===== src/rtl/bcd_time_pkg.sv =====
// rtl/bcd_time_pkg.sv - shared types, digit limits and helpers for bcd_time_counter
// Purpose : BCD digit typedef, per-field digit maxima, load validation and
//           24h -> 12h hour conversion used by bcd_time_counter.
// Ports   : none (package).
package bcd_time_pkg;

  typedef logic [3:0] bcd_digit_t;

  localparam bcd_digit_t FRAC_MAX     = 4'd9;
  localparam bcd_digit_t UNITS_MAX    = 4'd9;
  localparam bcd_digit_t SEC_TENS_MAX = 4'd5;
  localparam bcd_digit_t MIN_TENS_MAX = 4'd5;
  localparam logic [7:0] HOUR_MAX_BCD = 8'h23;

  // value is {h2,h1,m2,m1,s2,s1,f2,f1,f0}; fraction digits that the
  // instance does not have are supplied as zero and therefore always pass.
  function automatic logic bcd_valid(input logic [35:0] value);
    logic ok;
    ok = (value[35:28] <= HOUR_MAX_BCD) && (value[31:28] <= UNITS_MAX)
      && (value[27:24] <= MIN_TENS_MAX) && (value[23:20] <= UNITS_MAX)
      && (value[19:16] <= SEC_TENS_MAX) && (value[15:12] <= UNITS_MAX)
      && (value[11:8]  <= FRAC_MAX)     && (value[7:4]   <= FRAC_MAX)
      && (value[3:0]   <= FRAC_MAX);
    return ok;
  endfunction

  // 00 -> 12, 01..12 unchanged, 13..23 -> 01..11
  function automatic logic [7:0] hour_to_12(input logic [7:0] h);
    logic [4:0] bin;
    logic [4:0] adj;
    bin = 5'(h[7:4]) * 5'd10 + 5'(h[3:0]);
    adj = bin - 5'd12;
    if (bin == 5'd0)  return 8'h12;
    if (bin <= 5'd12) return h;
    if (adj >= 5'd10) return {4'd1, 4'(adj - 5'd10)};
    return {4'd0, adj[3:0]};
  endfunction

endpackage


===== src/rtl/bcd_digit_cell.sv =====
// rtl/bcd_digit_cell.sv - one up/down BCD digit with load, carry and borrow
// Purpose : single decade digit counting 0..MAX in either direction.
// Ports   : clk_i, rst_i (async, active-high); en_i advance; dir_i 0=up 1=down;
//           load_i/load_val_i synchronous load (priority over en_i);
//           digit_o current value; carry_o at MAX going up; borrow_o at 0 going down.
module bcd_digit_cell
  import bcd_time_pkg::*;
#(
  parameter bcd_digit_t MAX = 4'd9
) (
  input  logic       clk_i,
  input  logic       rst_i,
  input  logic       en_i,
  input  logic       dir_i,
  input  logic       load_i,
  input  bcd_digit_t load_val_i,
  output bcd_digit_t digit_o,
  output logic       carry_o,
  output logic       borrow_o
);

  bcd_digit_t r_digit;

  always_ff @(posedge clk_i or posedge rst_i) begin
    if (rst_i) begin
      r_digit <= '0;
    end else if (load_i) begin
      r_digit <= load_val_i;
    end else if (en_i) begin
      if (dir_i) r_digit <= (r_digit == 4'd0) ? MAX : r_digit - 4'd1;
      else       r_digit <= (r_digit == MAX) ? 4'd0 : r_digit + 4'd1;
    end
  end

  assign digit_o  = r_digit;
  assign carry_o  = ~dir_i & (r_digit == MAX);
  assign borrow_o =  dir_i & (r_digit == 4'd0);

endmodule


===== src/rtl/bcd_time_counter.sv =====
// rtl/bcd_time_counter.sv - parametrised up/down BCD time-of-day counter
// Purpose : 24-hour BCD time state with FRAC_DIGITS sub-second digits, tick
//           advance, countdown saturating at zero, validated load, 12/24h display.
// Ports   : clk_i, rst_i (async, active-high); tick_i advance strobe; dir_i 0=up 1=down;
//           mode12_i 12-hour display; load_i/load_val_i validated load;
//           count_o displayed time; pm_o hour>=12; zero_o all digits 0;
//           sec_pulse_o, wrap_o, load_err_o, alarm_o one-cycle event pulses.
// Option  : BCD_TIME_ALARM_EN adds alarm_val_i/alarm_arm_i and drives alarm_o.
module bcd_time_counter
  import bcd_time_pkg::*;
#(
  parameter  int FRAC_DIGITS = 3,
  localparam int W           = 24 + 4 * FRAC_DIGITS
) (
  input  logic         clk_i,
  input  logic         rst_i,
  input  logic         tick_i,
  input  logic         dir_i,
  input  logic         mode12_i,
  input  logic         load_i,
  input  logic [W-1:0] load_val_i,
`ifdef BCD_TIME_ALARM_EN
  input  logic [23:0]  alarm_val_i,
  input  logic         alarm_arm_i,
`endif
  output logic [W-1:0] count_o,
  output logic         pm_o,
  output logic         zero_o,
  output logic         sec_pulse_o,
  output logic         wrap_o,
  output logic         load_err_o,
  output logic         alarm_o
);

  // digits below the hour pair: fraction, s1, s2, m1, m2 (index 0 = LSD)
  localparam int N = FRAC_DIGITS + 4;

  logic [4*N-1:0] w_low;
  logic [N-1:0]   w_carry;
  logic [N-1:0]   w_borrow;
  logic [N:0]     w_ripple;
  logic [35:0]    w_load_pad;
  logic           w_load_ok;
  logic           w_zero;
  logic           w_tick_ok;
  logic           w_hour_en;
  logic [7:0]     w_hour_nxt;
  logic [7:0]     r_hour;
  logic           r_sec_pulse;
  logic           r_wrap;
  logic           r_load_err;

  assign w_load_pad = 36'(load_val_i) << (4 * (3 - FRAC_DIGITS));
  assign w_load_ok  = load_i & bcd_valid(w_load_pad);
  assign w_zero     = (r_hour == 8'h00) && (w_low == '0);
  // load wins over tick; a countdown at all-zero ignores the tick entirely
  assign w_tick_ok  = tick_i & ~load_i & ~(dir_i & w_zero);

  assign w_ripple[0] = w_tick_ok;

  for (genvar i = 0; i < N; i++) begin : g_digit
    localparam int         POS = i - FRAC_DIGITS;
    localparam bcd_digit_t MAX = (i < FRAC_DIGITS) ? FRAC_MAX :
                                 (POS == 1) ? SEC_TENS_MAX :
                                 (POS == 3) ? MIN_TENS_MAX : UNITS_MAX;
    bcd_digit_cell #(.MAX(MAX)) u_cell (
      .clk_i      (clk_i),
      .rst_i      (rst_i),
      .en_i       (w_ripple[i]),
      .dir_i      (dir_i),
      .load_i     (w_load_ok),
      .load_val_i (load_val_i[4*i +: 4]),
      .digit_o    (w_low[4*i +: 4]),
      .carry_o    (w_carry[i]),
      .borrow_o   (w_borrow[i])
    );
    assign w_ripple[i+1] = w_ripple[i] & (w_carry[i] | w_borrow[i]);
  end

  assign w_hour_en = w_ripple[N];

  always_comb begin
    w_hour_nxt = r_hour;
    if (w_hour_en) begin
      if (!dir_i) begin
        if (r_hour == HOUR_MAX_BCD)   w_hour_nxt = 8'h00;
        else if (r_hour[3:0] == 4'd9) w_hour_nxt = {r_hour[7:4] + 4'd1, 4'd0};
        else                          w_hour_nxt = {r_hour[7:4], r_hour[3:0] + 4'd1};
      end else if (r_hour != 8'h00) begin
        // hour 00 has no higher field to borrow from, so it holds
        if (r_hour[3:0] == 4'd0) w_hour_nxt = {r_hour[7:4] - 4'd1, 4'd9};
        else                     w_hour_nxt = {r_hour[7:4], r_hour[3:0] - 4'd1};
      end
    end
  end

  always_ff @(posedge clk_i or posedge rst_i) begin
    if (rst_i) begin
      r_hour      <= 8'h00;
      r_sec_pulse <= 1'b0;
      r_wrap      <= 1'b0;
      r_load_err  <= 1'b0;
    end else begin
      r_hour      <= w_load_ok ? load_val_i[W-1 -: 8] : w_hour_nxt;
      // carry/borrow out of the fraction field; with no fraction it is the tick itself
      r_sec_pulse <= w_ripple[FRAC_DIGITS];
      r_wrap      <= w_hour_en & ~dir_i & (r_hour == HOUR_MAX_BCD);
      r_load_err  <= load_i & ~w_load_ok;
    end
  end

`ifdef BCD_TIME_ALARM_EN
  localparam logic [4*N-1:0] FRAC_MASK = (4*N)'((64'd1 << (4 * FRAC_DIGITS)) - 64'd1);
  logic        r_alarm_chk;
  logic [23:0] r_alarm_val;

  // remember that the last edge applied an armed tick; the state now shown is
  // the result of that tick, so the match is taken against it
  always_ff @(posedge clk_i or posedge rst_i) begin
    if (rst_i) begin
      r_alarm_chk <= 1'b0;
      r_alarm_val <= '0;
    end else begin
      r_alarm_chk <= w_tick_ok & alarm_arm_i;
      r_alarm_val <= alarm_val_i;
    end
  end

  assign alarm_o = r_alarm_chk && ((w_low & FRAC_MASK) == '0)
                && ({r_hour, w_low[4*N-1 -: 16]} == r_alarm_val);
`else
  assign alarm_o = 1'b0;
`endif

  assign count_o     = {(mode12_i ? hour_to_12(r_hour) : r_hour), w_low};
  assign pm_o        = (r_hour >= 8'h12);
  assign zero_o      = w_zero;
  assign sec_pulse_o = r_sec_pulse;
  assign wrap_o      = r_wrap;
  assign load_err_o  = r_load_err;

endmodule


===== config.mk =====
export PLATFORM = sky130hd
export DESIGN_NAME = bcd_time_counter
export DESIGN_NICKNAME = d
export VERILOG_FILES = /design/src/rtl/bcd_time_pkg.sv /design/src/rtl/bcd_digit_cell.sv /design/src/rtl/bcd_time_counter.sv
export SDC_FILE = /design/constraint.sdc
export NUM_CORES = 1
export LEC_CHECK = 0
export BUFFER_PORTS_ARGS = -buffer_cell sky130_fd_sc_hd__buf_2
export CORE_MARGIN = 8
export CORE_UTILIZATION = 55
export CTS_CLUSTER_SIZE = 8
export DETAILED_ROUTE_END_ITERATION = 16
export PLACE_DENSITY = 0.84
export SETUP_SLACK_MARGIN = 0.5
export SLEW_MARGIN = 5
export SYNTH_ARGS = -nofsm -noshare
export SYNTH_HDL_FRONTEND = slang
export SYNTH_SLANG_ARGS = --single-unit

===== constraint.sdc =====
create_clock -name clk_i -period 8.65 [get_ports clk_i]
set_input_delay 0.865 -clock clk_i [delete_from_list [all_inputs] [get_ports clk_i]]
set_output_delay 0.865 -clock clk_i [all_outputs]
set_load 0.01 [all_outputs]

After elaboration in Yosys (flattened, before gate mapping)
Cells that the tools add are included.

operators by class
  add/subtract/negate cells = 21
  multiply operators = 1
  $lt $le $gt $ge = 12
  equal/unequal tests = 11
  muxes and demuxes = 55
  bitwise operators = 39
  reduce and logical (&&, ||, !) cells = 32

operators by type and width
  cell                                                             count
  two-way mux 4 bit                                                35
  two-way mux 8 bit                                                14
  adder 4 x 1 -> 4 bit (second input constant)                     9
  subtractor 4 x 1 -> 4 bit (second input constant)                9
  zero test 4 bit                                                  8
  AND 1 bit                                                        28
  zero test 28 bit                                                 1
  == test 4 bit (second input constant)                            6
  less-or-equal comparator 4 bit (second input constant)           6
  nonzero test 2 bit                                               8
  logical AND 1 bit                                                9
  == test 4 x 3 -> 1 bit (second input constant)                   2
  == test 8 x 6 -> 1 bit (second input constant)                   1
  >= comparator 8 x 5 -> 1 bit (second input constant)             1
  less-or-equal comparator 4 x 3 -> 1 bit (second input constant)  2
  less-or-equal comparator 8 x 6 -> 1 bit (second input constant)  1
  zero test 8 bit                                                  1
  nonzero test 8 bit                                               1
  OR 1 bit                                                         7
  two-way mux 1 bit                                                6
  != test 3 x 1 -> 1 bit (second input constant)                   2
  adder 5 x 4 -> 5 bit                                             1
  >= comparator 5 x 4 -> 1 bit (second input constant)             1
  less-or-equal comparator 5 x 4 -> 1 bit (second input constant)  1
  8 further kinds                                                  11

storage, ports and cells
  bits in registers = 39
  input bits = 42
  output and inout bits = 42

Longest topological paths before layout
Gate-level depths: netlist of run 1.

  word-level depth = 14
  mapped depth = 11

Modules after synthesis
A second synthesis of run 1 with hierarchy kept.

unflattened totals
  cell total of the unflattened synthesis = 462
  area, all modules = 3862.5 µm²

by module, submodules not included
  module                                   times used  cells each  area each (µm²)  seq. area each (µm²)
  bcd_digit_cell at g_digit[0].u_cell ...  5           40          337.8            100.1
  bcd_time_counter                         1           188         1492.7           275.3
  bcd_digit_cell at g_digit[4].u_cell ...  2           37          340.3            100.1

Worst setup path after synthesis of run 1
No wires, ideal clock.

  kind = register -> output
  from = register r_hour[2]
  to = output count_o[30]
  data arrival time = 2691 ps
  required time = 7785 ps
  setup slack = 5094 ps
  cell stages (with the launch flop) = 11
  cell sequence = dfrtp_1 > clkbuf_1 > inv_1 > fa_1 > xor2_1 > inv_1 > ha_1 > nor2b_1 > nor3_1 > mux2i_1 > a22o_1

on the way
  word-level cells in the longest chain between the ends = 10
  elaborated cells on any way between the ends = 18
  classes of those cells = add/sub: 3; order compare: 2; mux: 12; reduce/logical: 1

RTL lines
  element                          RTL line                 text
  start: declaration               bcd_time_counter.sv:48   logic [7:0] r_hour;
  start signal: assignment         bcd_time_counter.sv:104  r_hour <= w_load_ok ? load_val_i[W-1 -: 8] : w_hour_nxt;
  adder 5 x 4 -> 5 bit             bcd_time_pkg.sv:31       bin = 5'(h[7:4]) * 5'd10 + 5'(h[3:0]);
  subtractor 5 x 4 -> 5 bit        bcd_time_pkg.sv:32       adj = bin - 5'd12;
  >= comparator 5 x 4 -> 1 bit     bcd_time_pkg.sv:35       if (adj >= 5'd10) return {4'd1, 4'(adj - 5'd10)};
  two-way mux 1 bit (2 in series)  bcd_time_pkg.sv:35
  two-way mux 1 bit                bcd_time_pkg.sv:34       if (bin <= 5'd12) return h;
  two-way mux 8 bit                bcd_time_pkg.sv:36       return {4'd0, adj[3:0]};
  two-way mux 8 bit                bcd_time_pkg.sv:35
  two-way mux 8 bit                bcd_time_pkg.sv:34
  two-way mux 8 bit *              bcd_time_counter.sv:135  assign count_o = {(mode12_i ? hour_to_12(r_hour) : r_hour), w_low};
  end: declaration                 bcd_time_counter.sv:26   output logic [W-1:0] count_o,

Mark *: on every way between the ends. The rest lies on a longest branch, timed or not. The select of a mux whose other input is x is not followed.

Worst setup path in the final report of run 1
Ends and elaborated chain as after synthesis.

==> run_results.csv, run 1 <==
group,metric,value,unit
clock_tree,root_buffer,"clkbuf_8",
setup_path,rr_worst_depth,9,
yosys,synth.distinct_cells,75,
power_and_ir_drop,leakage,0.00183,µW
floorplanning,ioPinCount,84,
setup_path,cp_max_fo,11,
yosys,synthCells,494,
floorplanning,die_w,98.9,µm
setup_path,critPathKind,"flip-flop to output port",
yosys,synth_commonest_cells,"nand2_1 (50), o21ai_0 (45), dfrtp_1 (39), nor2_1 (34), a21oi_1 (32)",
power_and_ir_drop,internal_power,384,µW
power_and_ir_drop,p_seq_share,43.8,%
route,antenna_left,0,
route,drt_pass1_iterations,5,
yosys,syn-num-nets,555,
timing,holdWs,0.684,ns
clock_tree,cts_resized,0,
setup_path,crit_path_top_delay_cell,"dfrtp_1",
clock_tree,cts_max_path_buffers,2,
setup_path,cpMostUsedCell,"inv_1",
timing,slew_viol_final,0,
grt,antenna_found_initial,0,
floorplanning,rows,30,
final_layout,fillers,624,
clock_tree,htreeDepth,2,
floorplanning,die_h,98.9,µm
power_and_ir_drop,p_per_area,161,mW/mm²
yosys,avgSynthCellArea,7.66,µm²
placed_design,routabilityCongestion,0.893,
job,maxCapViolCount,0,
power_and_ir_drop,vdd_drop_max,114,µV
yosys,yosys_register_bits,39,
timing,rsz0062_at_grt,"false",
placed_design,hpwl,7.93,mm
timing,fin_ws,4.49,ns
setup_path,worst_ep_required_time,7.79,ns
final_layout,diodes,0,
clock_tree,clkLatencyLatePin,0.29,ns
hold_path,hold_class,"input port to async pin",
setup_path,slowest_delay,0.55,ns
clock_tree,clk_pin_slew_worst_paths,0.08,ns
timing,worstMarginPinSlew,0.918,ns
clock_tree,cts_buffers,5,
yosys,synth.most_common_cell,"nand2_1",
placed_design,io_buffer_count,82,
route,vias,3997,
yosys,yosys.area.top_type,"dfrtp_1",
power_and_ir_drop,p_clk_share,17.2,%
yosys,synthTopCellsByArea,"dfrtp_1 (26%), ha_1 (6.0%), o21ai_0 (6.0%), nand2_1 (5.0%), a21oi_1 (4.2%)",
yosys,syn_area,0.00378,mm²
route,drc,0,
yosys,async_reset_ff_share,100,%
yosys,synth_top_area_share,25.8,%
route,via_per_inst,6.38,
floorplanning,die_area,0.00979,mm²
setup_path,worstPathArrival,3.30,ns
final_layout,synthToLayoutAreaGrowth,11.6,%
route,drt_iter0_drc,296,
setup_path,critPathTopFamily,"adder cells",
power_and_ir_drop,power_switching,293,µW
timing,finalHoldViolCount,0,
setup_path,cp-end-kind,"output port",
setup_path,critPathLaunchType,"flip-flop",
clock_tree,ctsHoldBuffers,0,
final_layout,drive_gt1_share,18.9,%
yosys,yosys_most_used_dff,"dfrtp_1",
timing,slew_headroom,38.8,%
clock_tree,clock_sinks,39,
timing,max_freq,240,MHz
yosys,synth_edf_count,0,
setup_path,rrSetupSlack,5.33,ns
power_and_ir_drop,switching_share,43.3,%
grt,gr-total-overflow,0,
clock_tree,cts_tree,"yes",
setup_path,critical_path.cell_chain,"inv_1 > fa_1 > xor2_1 > inv_1 > ha_1 > nor2b_1 > nor3_1 > mux2i_1 > a22o_1 > buf_2",
timing,fin_crit,4.16,ns
timing,fin_setup_tns,0,ns
setup_path,reg2reg_from,"r_hour[0]",
grt,grt_usage,21.9,%
placed_design,place_ws,4.72,ns
route,wire_per_inst,17.1,µm
grt,grt_pass1_wl,17.9,mm
power_and_ir_drop,power_frac_comb,39.0,%
route,route.met3.wl,799,µm
status,outcome,"complete, no violations",
route,wl_met1,4.55,mm
clock_tree,post_cts_buffers,0,
route,route.met2.wl,5.14,mm
final_layout,finalNetCount,608,
setup_path,worstReg2RegEnd,"g_digit[5].u_cell.digit_o[2]",
timing,setup_viol,0,
yosys,ys_seq_area_share,25.8,%
setup_path,path_buf_inv,3,
yosys,yosysWarningCount,0,
final_layout,fin_util,62.8,%
timing,fin_skew,0.00702,ns
grt,grt_pass1_vias,3728,
grt,grt_start_max_net_pins,54,
timing,post-route-period-util,48.1,%
power_and_ir_drop,report.power.total,678,µW
floorplanning,start_util,56.3,%
route,wl,10.7,mm
floorplanning,core,0.00672,mm²
route,maxUsedRoutingLayer,"met4",
==> cells in the final DEF, fill, tap and decap left out, types with 3 or more instances in the layout <==
| master | instances |
|---|---|
| or3_1 | 8 |
| o21a_1 | 6 |
| a22oi_1 | 5 |
| a32oi_1 | 4 |
| nand2_1 | 50 |
| nand2b_1 | 10 |
| o21ai_1 | 6 |
| buf_2 | 82 |
| a221oi_1 | 5 |
| xor2_1 | 5 |
| ha_1 | 18 |
| nor2_1 | 34 |
| a21oi_1 | 32 |
| clkbuf_8 | 5 |
| dfrtp_1 | 39 |
| o211ai_1 | 3 |
| nor4_1 | 7 |
| or4_1 | 5 |
| xnor2_1 | 16 |
| o221ai_1 | 3 |
| nor3_1 | 22 |
| and2_1 | 7 |
| nor2b_1 | 10 |
| nand4_1 | 7 |
| inv_1 | 15 |
| o21ai_0 | 45 |
| a21o_1 | 4 |
| mux2i_1 | 4 |
| a31oi_1 | 6 |
| nand3_1 | 11 |
| o31ai_1 | 7 |
| and3_1 | 7 |
| o22ai_1 | 4 |
==> worst max-delay path by stage <==
stage	start	endpoint	slack (ns)	cells past startpoint
floorplan	r_hour[2]	count_o[30]	5.09	10
global placement	dir_i	g_digit[5].u_cell.digit_o[2]	4.83	8
detailed placement	dir_i	g_digit[5].u_cell.digit_o[2]	4.72	8
CTS	r_hour[2]	count_o[30]	4.49	10
global route	r_hour[2]	count_o[30]	4.24	10
finish	r_hour[2]	count_o[30]	4.49	10
==> flip-flops by register name, indices dropped and copies added (netlist names) <==
signal	count
g_digit.u_cell.digit_o	28
r_hour	8
load_err_o	1
sec_pulse_o	1
wrap_o	1
==> routing by layer <==
metal / GRT usage (%) / up-vias
met5: 0 / -
met4: 8.26 / 0
met3: 4.51 / 20
met2: 36.3 / 198
met1: 27.2 / 1862
li1: - / 1917
==> final cells by class <==
type	count	area (µm²)	share of cell area (%)
flip-flops and latches	39	976	23.1
well taps	80	100	2.37
inverters	16	60.1	1.42
repair buffers	84	425	10.1
multi-input cells	401	2590	61.3
clock buffers	6	72.6	1.72
==> logic make-up (layout without fill, tap and decap cells) <==
kind of cell / count (synthesis) / in the layout / synth area share (%)
DFF: 39 / 39 / 25.8
adders and majority gates: 19 / 19 / 6.48
xor gates and xnor gates: 21 / 21 / 4.86
AOI/OAI and AO/OA: 156 / 156 / 26.7
other: 1 / 1 / 0.0991
and+or+nand+nor: 198 / 198 / 28.5
muxes: 6 / 6 / 1.65
buffers and inverters: 54 / 106 / 5.82
==> per-stage QoR <==
step           cell area (µm²)  instances
2_1_floorplan             3780        494
3_3_place_gp              4150        620
3_5_place_dp              4150        620
4_1_cts                   4220        626
5_1_grt                   4220        626
6_report                  4220        626
==> worst register-to-register path, cell delays in order, from the launching register on <==
cell and delay (ns):
dfrtp_1 0.47, inv_1 0.22, ha_1 0.22, nor3b_1 0.67
nand4_1 0.31, nor4_4 0.35, or4_1 0.35, o21ai_1 0.14
a2111oi_2 0.38, nor2_1 0.09
==> power by group through the flow <==
stage          combinational (µW)  clock, µW  sequential [µW]
2_1_floorplan                 222          0              256
4_1_cts                       264        119              294
3_5_place_dp                  261          0              297
6_report                      264        117              297
3_3_place_gp                  252          0              295
5_1_grt                       295        126              308
(Power assumes the default switching activity.)
==> run 2, diff against run 1 <==
- clock period: 8.65 -> 4.2 ns (I/O delays scaled with it)
==> run_results.csv, run 2 (same netlist as run 1, synthesis figures left out) <==
group,metric,value,unit
grt,gr-total-overflow,0,
clock_tree,clock_sinks,39,
placed_design,hpwl,8.10,mm
grt,grt_usage,21.9,%
clock_tree,cts_max_path_buffers,2,
timing,rsz0062_at_grt,"false",
route,vias,4056,
floorplanning,die_w,98.9,µm
clock_tree,post_cts_buffers,0,
final_layout,mostFrequentLayoutCell,"buf_2",
timing,post-route-period-util,84.3,%
timing,fin_crit,3.54,ns
final_layout,final_cell_mix,"buf_2 (82), nand2_1 (50), o21ai_0 (45)",
job,maxCapViolCount,0,
timing,fin_setup_tns,0,ns
setup_path,critPathLaunchType,"flip-flop",
clock_tree,htreeDepth,2,
floorplanning,die_area,0.00979,mm²
final_layout,finalNetCount,610,
timing,slew_viol_final,0,
placed_design,routabilityCongestion,0.879,
timing,max_freq,282,MHz
final_layout,drive_gt1_share,20.2,%
clock_tree,clk_pin_slew_worst_paths,0.08,ns
power_and_ir_drop,leakage,0.00187,µW
timing,worstMarginPinSlew,0.713,ns
timing,holdWs,0.232,ns
grt,grt_start_max_net_pins,40,
route,wire_per_inst,17.3,µm
clock_tree,cts_tree,"yes",
final_layout,synthToLayoutAreaGrowth,13.9,%
power_and_ir_drop,p_per_area,357,mW/mm²
final_layout,diodes,0,
route,drt_pass1_iterations,6,
floorplanning,core,0.00672,mm²
route,drt_iter0_drc,345,
floorplanning,ioPinCount,84,
final_layout,fillers,618,
timing,fin_skew,0.00897,ns
floorplanning,start_util,56.3,%
route,via_per_inst,6.44,
setup_path,worst_ep_required_time,3.78,ns
setup_path,cp_max_fo,9,
clock_tree,cts_resized,1,
clock_tree,cts_buffers,5,
setup_path,worstPathArrival,3.12,ns
final_layout,design_area,0.00431,mm²
route,antenna_left,0,
grt,grt_pass1_vias,3797,
power_and_ir_drop,vdd_drop_max,262,µV
hold_path,hold_class,"input port to async pin",
clock_tree,ctsHoldBuffers,0,
timing,setup_viol,0,
grt,antenna_found_initial,0,
setup_path,cp-end-kind,"output port",
placed_design,placed_area,0.00416,mm²
final_layout,largest_reg_flops,28,
final_layout,fin_util,64.1,%
route,drc,0,
timing,slew_headroom,52.4,%
setup_path,critPathKind,"flip-flop to output port",
floorplanning,rows,30,
route,wl,10.9,mm
timing,finalHoldViolCount,0,
placed_design,io_buffer_count,82,
floorplanning,die_h,98.9,µm
grt,grt_pass1_wl,17.9,mm
status,outcome,"complete, no violations",
clock_tree,clkLatencyLatePin,0.31,ns
clock_tree,root_buffer,"clkbuf_8",
[run 2: cell count changes in the layout (fill, tap and decap cells not counted)]
cell,previous run,this run
buf_4,2,4
bufinv_16,0,2
dfrtp_1,39,37
dfrtp_2,0,2
nor3_1,22,21
nor3_2,1,2
o31ai_1,7,6
o31ai_2,0,1
[run 2: cell type report]
| type | instances | area, µm² | share of cell area (%) |
|---|---|---|---|
| clock inverters | 2 | 60.1 | 1.39 |
| well taps | 80 | 100 | 2.32 |
| flip-flops and latches | 39 | 978 | 22.7 |
| clock buffers | 6 | 72.6 | 1.68 |
| inverters | 16 | 60.1 | 1.39 |
| multi-input cells | 401 | 2600 | 60.3 |
| repair buffers | 86 | 440 | 10.2 |
[run 2: routing by layer]
layer / vias to the layer above / part of all wire (%) / track usage (%)
li1: 1932 / - / -
met1: 1927 / 42 / 26.6
met2: 172 / 49 / 36.7
met3: 25 / 7.2 / 5.00
met4: 0 / 1.7 / 7.91
met5: - / 0 / 0
[run 2: final timing paths]
path                                                 to     startpoint  slack (ns)  cells past startpoint
hold reg to reg                               r_hour[4]      r_hour[4]        0.65                      2
setup / recovery                            count_o[30]      r_hour[5]        0.66                     10
hold / removal                                r_hour[3]          rst_i        0.23                      3
setup reg to reg           g_digit[5].u_cell.digit_o[2]      r_hour[5]        1.15                      9
min in group clk_i         g_digit[1].u_cell.digit_o[0]  load_val_i[4]        0.31                      3
max in group asynchronous                     r_hour[4]          rst_i        3.57                      3
[run 2: through the flow]
step	power [µW]	setup slack, ns	instances
after floorplan	984	1.09	494
after global placement	1130	0.998	622
after detailed placement	1150	0.836	622
after CTS	1530	0.613	630
after global routing	1630	0.503	630
final	1540	0.658	630
[run 2: critical path, cell delays in order (launching register included)]
cell,delay (ns)
dfrtp_1,0.52
inv_1,0.19
fa_1,0.44
xor2_1,0.32
inv_1,0.08
ha_1,0.32
nor2b_1,0.16
nor3_2,0.30
mux2i_1,0.22
a22o_1,0.14
buf_2,0.12
[run 2: where the power goes]
group / switching (µW) / internal (µW)
clock: 146 / 238
sequential: 179 / 434
combinational: 295 / 248
==> run 3, diff against run 2 <==
- clock period: 4.2 -> 3.69 ns (I/O delays scaled with it)
==> run_results.csv, run 3 (same netlist as run 1, synthesis figures left out) <==
group,metric,value,unit
status,outcome,"complete, no violations",
route,via_per_inst,6.37,
setup_path,rr_worst_depth,10,
setup_path,worstReg2RegEnd,"g_digit[5].u_cell.digit_o[2]",
floorplanning,die_area,0.00979,mm²
floorplanning,core,0.00672,mm²
floorplanning,die_h,98.9,µm
job,maxCapViolCount,0,
route,vias,4110,
timing,slew_viol_final,0,
grt,antenna_found_initial,0,
setup_path,critical_path.cell_chain,"buf_4 > ha_1 > a21o_1 > a21oi_1 > xor2_2 > xnor2_2 > nor3_4 > buf_4 > buf_4 > a22oi_1 > buf_2",
route,wire_per_inst,18.3,µm
floorplanning,die_w,98.9,µm
placed_design,placed_area,0.00420,mm²
final_layout,finalNetCount,626,
setup_path,cp_max_fo,8,
final_layout,design_area,0.00457,mm²
clock_tree,cts_tree,"yes",
setup_path,critPathLaunchType,"flip-flop",
placed_design,routabilityCongestion,0.896,
clock_tree,clock_sinks,39,
final_layout,synthToLayoutAreaGrowth,20.9,%
final_layout,largest_reg_flops,28,
timing,fin_crit,3.18,ns
timing,slew_headroom,52.6,%
route,wl,11.8,mm
floorplanning,start_util,56.3,%
grt,gr-total-overflow,0,
final_layout,final_cell_mix,"buf_2 (82), nand2_1 (50), o21ai_0 (44)",
clock_tree,htreeDepth,2,
final_layout,regArea,981,µm²
grt,grt_usage,23.1,%
timing,rsz0062_at_grt,"true",
final_layout,drive_gt1_share,26.7,%
floorplanning,rows,30,
setup_path,cp-end-kind,"output port",
final_layout,fillers,556,
setup_path,reg2reg_from,"r_hour[0]",
final_layout,mostFrequentLayoutCell,"buf_2",
timing,setup_viol,0,
route,drt_pass1_iterations,5,
clock_tree,root_buffer,"clkbuf_8",
power_and_ir_drop,vdd_drop_max,223,µV
route,drc,0,
timing,finalHoldViolCount,0,
placed_design,hpwl,8.19,mm
setup_path,worst_ep_required_time,3.32,ns
setup_path,rrSetupSlack,0.70,ns
route,antenna_left,0,
timing,post-route-period-util,86.3,%
grt,grt_pass1_wl,19.0,mm
final_layout,fin_util,68.1,%
power_and_ir_drop,leakage,0.00194,µW
setup_path,critPathKind,"flip-flop to output port",
setup_path,worstPathArrival,2.81,ns
grt,grt_pass1_vias,4070,
timing,worstMarginPinSlew,0.709,ns
clock_tree,clk_pin_slew_worst_paths,0.08,ns
power_and_ir_drop,p_per_area,363,mW/mm²
setup_path,cpMostUsedCell,"buf_4",
final_layout,multi_input_area,0.00277,mm²
floorplanning,ioPinCount,84,
hold_path,hold_class,"input port to async pin",
timing,fin_skew,0.00810,ns
clock_tree,clkLatencyLatePin,0.29,ns
clock_tree,ctsHoldBuffers,0,
clock_tree,cts_max_path_buffers,2,
setup_path,slowest_delay,0.41,ns
setup_path,crit_path_top_delay_cell,"dfrtp_2",
clock_tree,cts_buffers,5,
placed_design,io_buffer_count,82,
timing,fin_setup_tns,0,ns
grt,grt_start_max_net_pins,40,
route,drt_iter0_drc,254,
timing,max_freq,314,MHz
final_layout,diodes,0,
[run 3: changes by cell type in the layout (fill, tap and decap cells not counted), moves of 3 or more]
cell   previous run  this run
buf_4             4        18
inv_2             1         4
inv_1            15        11
ha_4              0         4
ha_1             18        12
[run 3: power breakdown]
part	leakage (µW)	switching, µW	internal [µW]
Sequential	0.000501	204	494
Clock	0.0000470	156	147
Combinational	0.00139	353	308
Total	0.00194	714	948
[run 3: worst max-delay path by stage]
stage | startpoint | end | cells past startpoint
6_report | r_hour[5] | count_o[32] | 11
5_1_grt | r_hour[2] | count_o[30] | 10
4_1_cts | r_hour[4] | count_o[30] | 10
3_5_place_dp | r_hour[4] | count_o[30] | 11
3_3_place_gp | r_hour[4] | count_o[30] | 11
2_1_floorplan | r_hour[2] | count_o[30] | 10
[run 3: metal layers]
layer / routed length [µm] / up-vias / global-route usage (%)
met5: 0 / - / 0
met4: 363 / 0 / 8.62
met3: 861 / 30 / 4.93
met2: 5830 / 211 / 39.6
met1: 4750 / 1926 / 27.6
li1: - / 1943 / -
[run 3: critical path, delay by kind of cell, from the launching register on]
family	cells	cell delay (ns)
buffers and inverters	4	0.60
AOI/OAI and AO/OA	3	0.60
xor gates and xnor gates	2	0.55
DFF	1	0.41
adders and majority gates	1	0.27
and+or+nand+nor	1	0.09
[run 3: cell type report]
type | instances | share of cell area, %
Timing Repair Buffer | 102 | 12.6
Sequential cell | 39 | 21.4
Clock inverter | 1 | 0.109
Multi-Input combinational cell | 401 | 60.5
Inverter | 16 | 1.37
Tap cell | 80 | 2.19
Clock buffer | 6 | 1.81
[run 3: timing repair]
| item | CTS | global route |
|---|---|---|
| setup buffers | 7 | 6 |
| setup endpoints to repair | 7 | 7 |
| hold endpoints to repair | 0 | 0 |
| gates cloned | 0 | 0 |
| pin swaps | 3 | 12 |
| resized for setup | 15 | 24 |
[run 3: through the flow]
stage	cells	setup slack (ns)	total power [µW]	hold slack, ns
finish	645	0.506	1660	0.196
global route	645	0.361	1780	0.247
CTS	639	0.498	1630	0.207
detailed placement	625	0.303	1310	0.529
global placement	625	0.554	1280	0.513
floorplan	494	0.630	1120	0.482
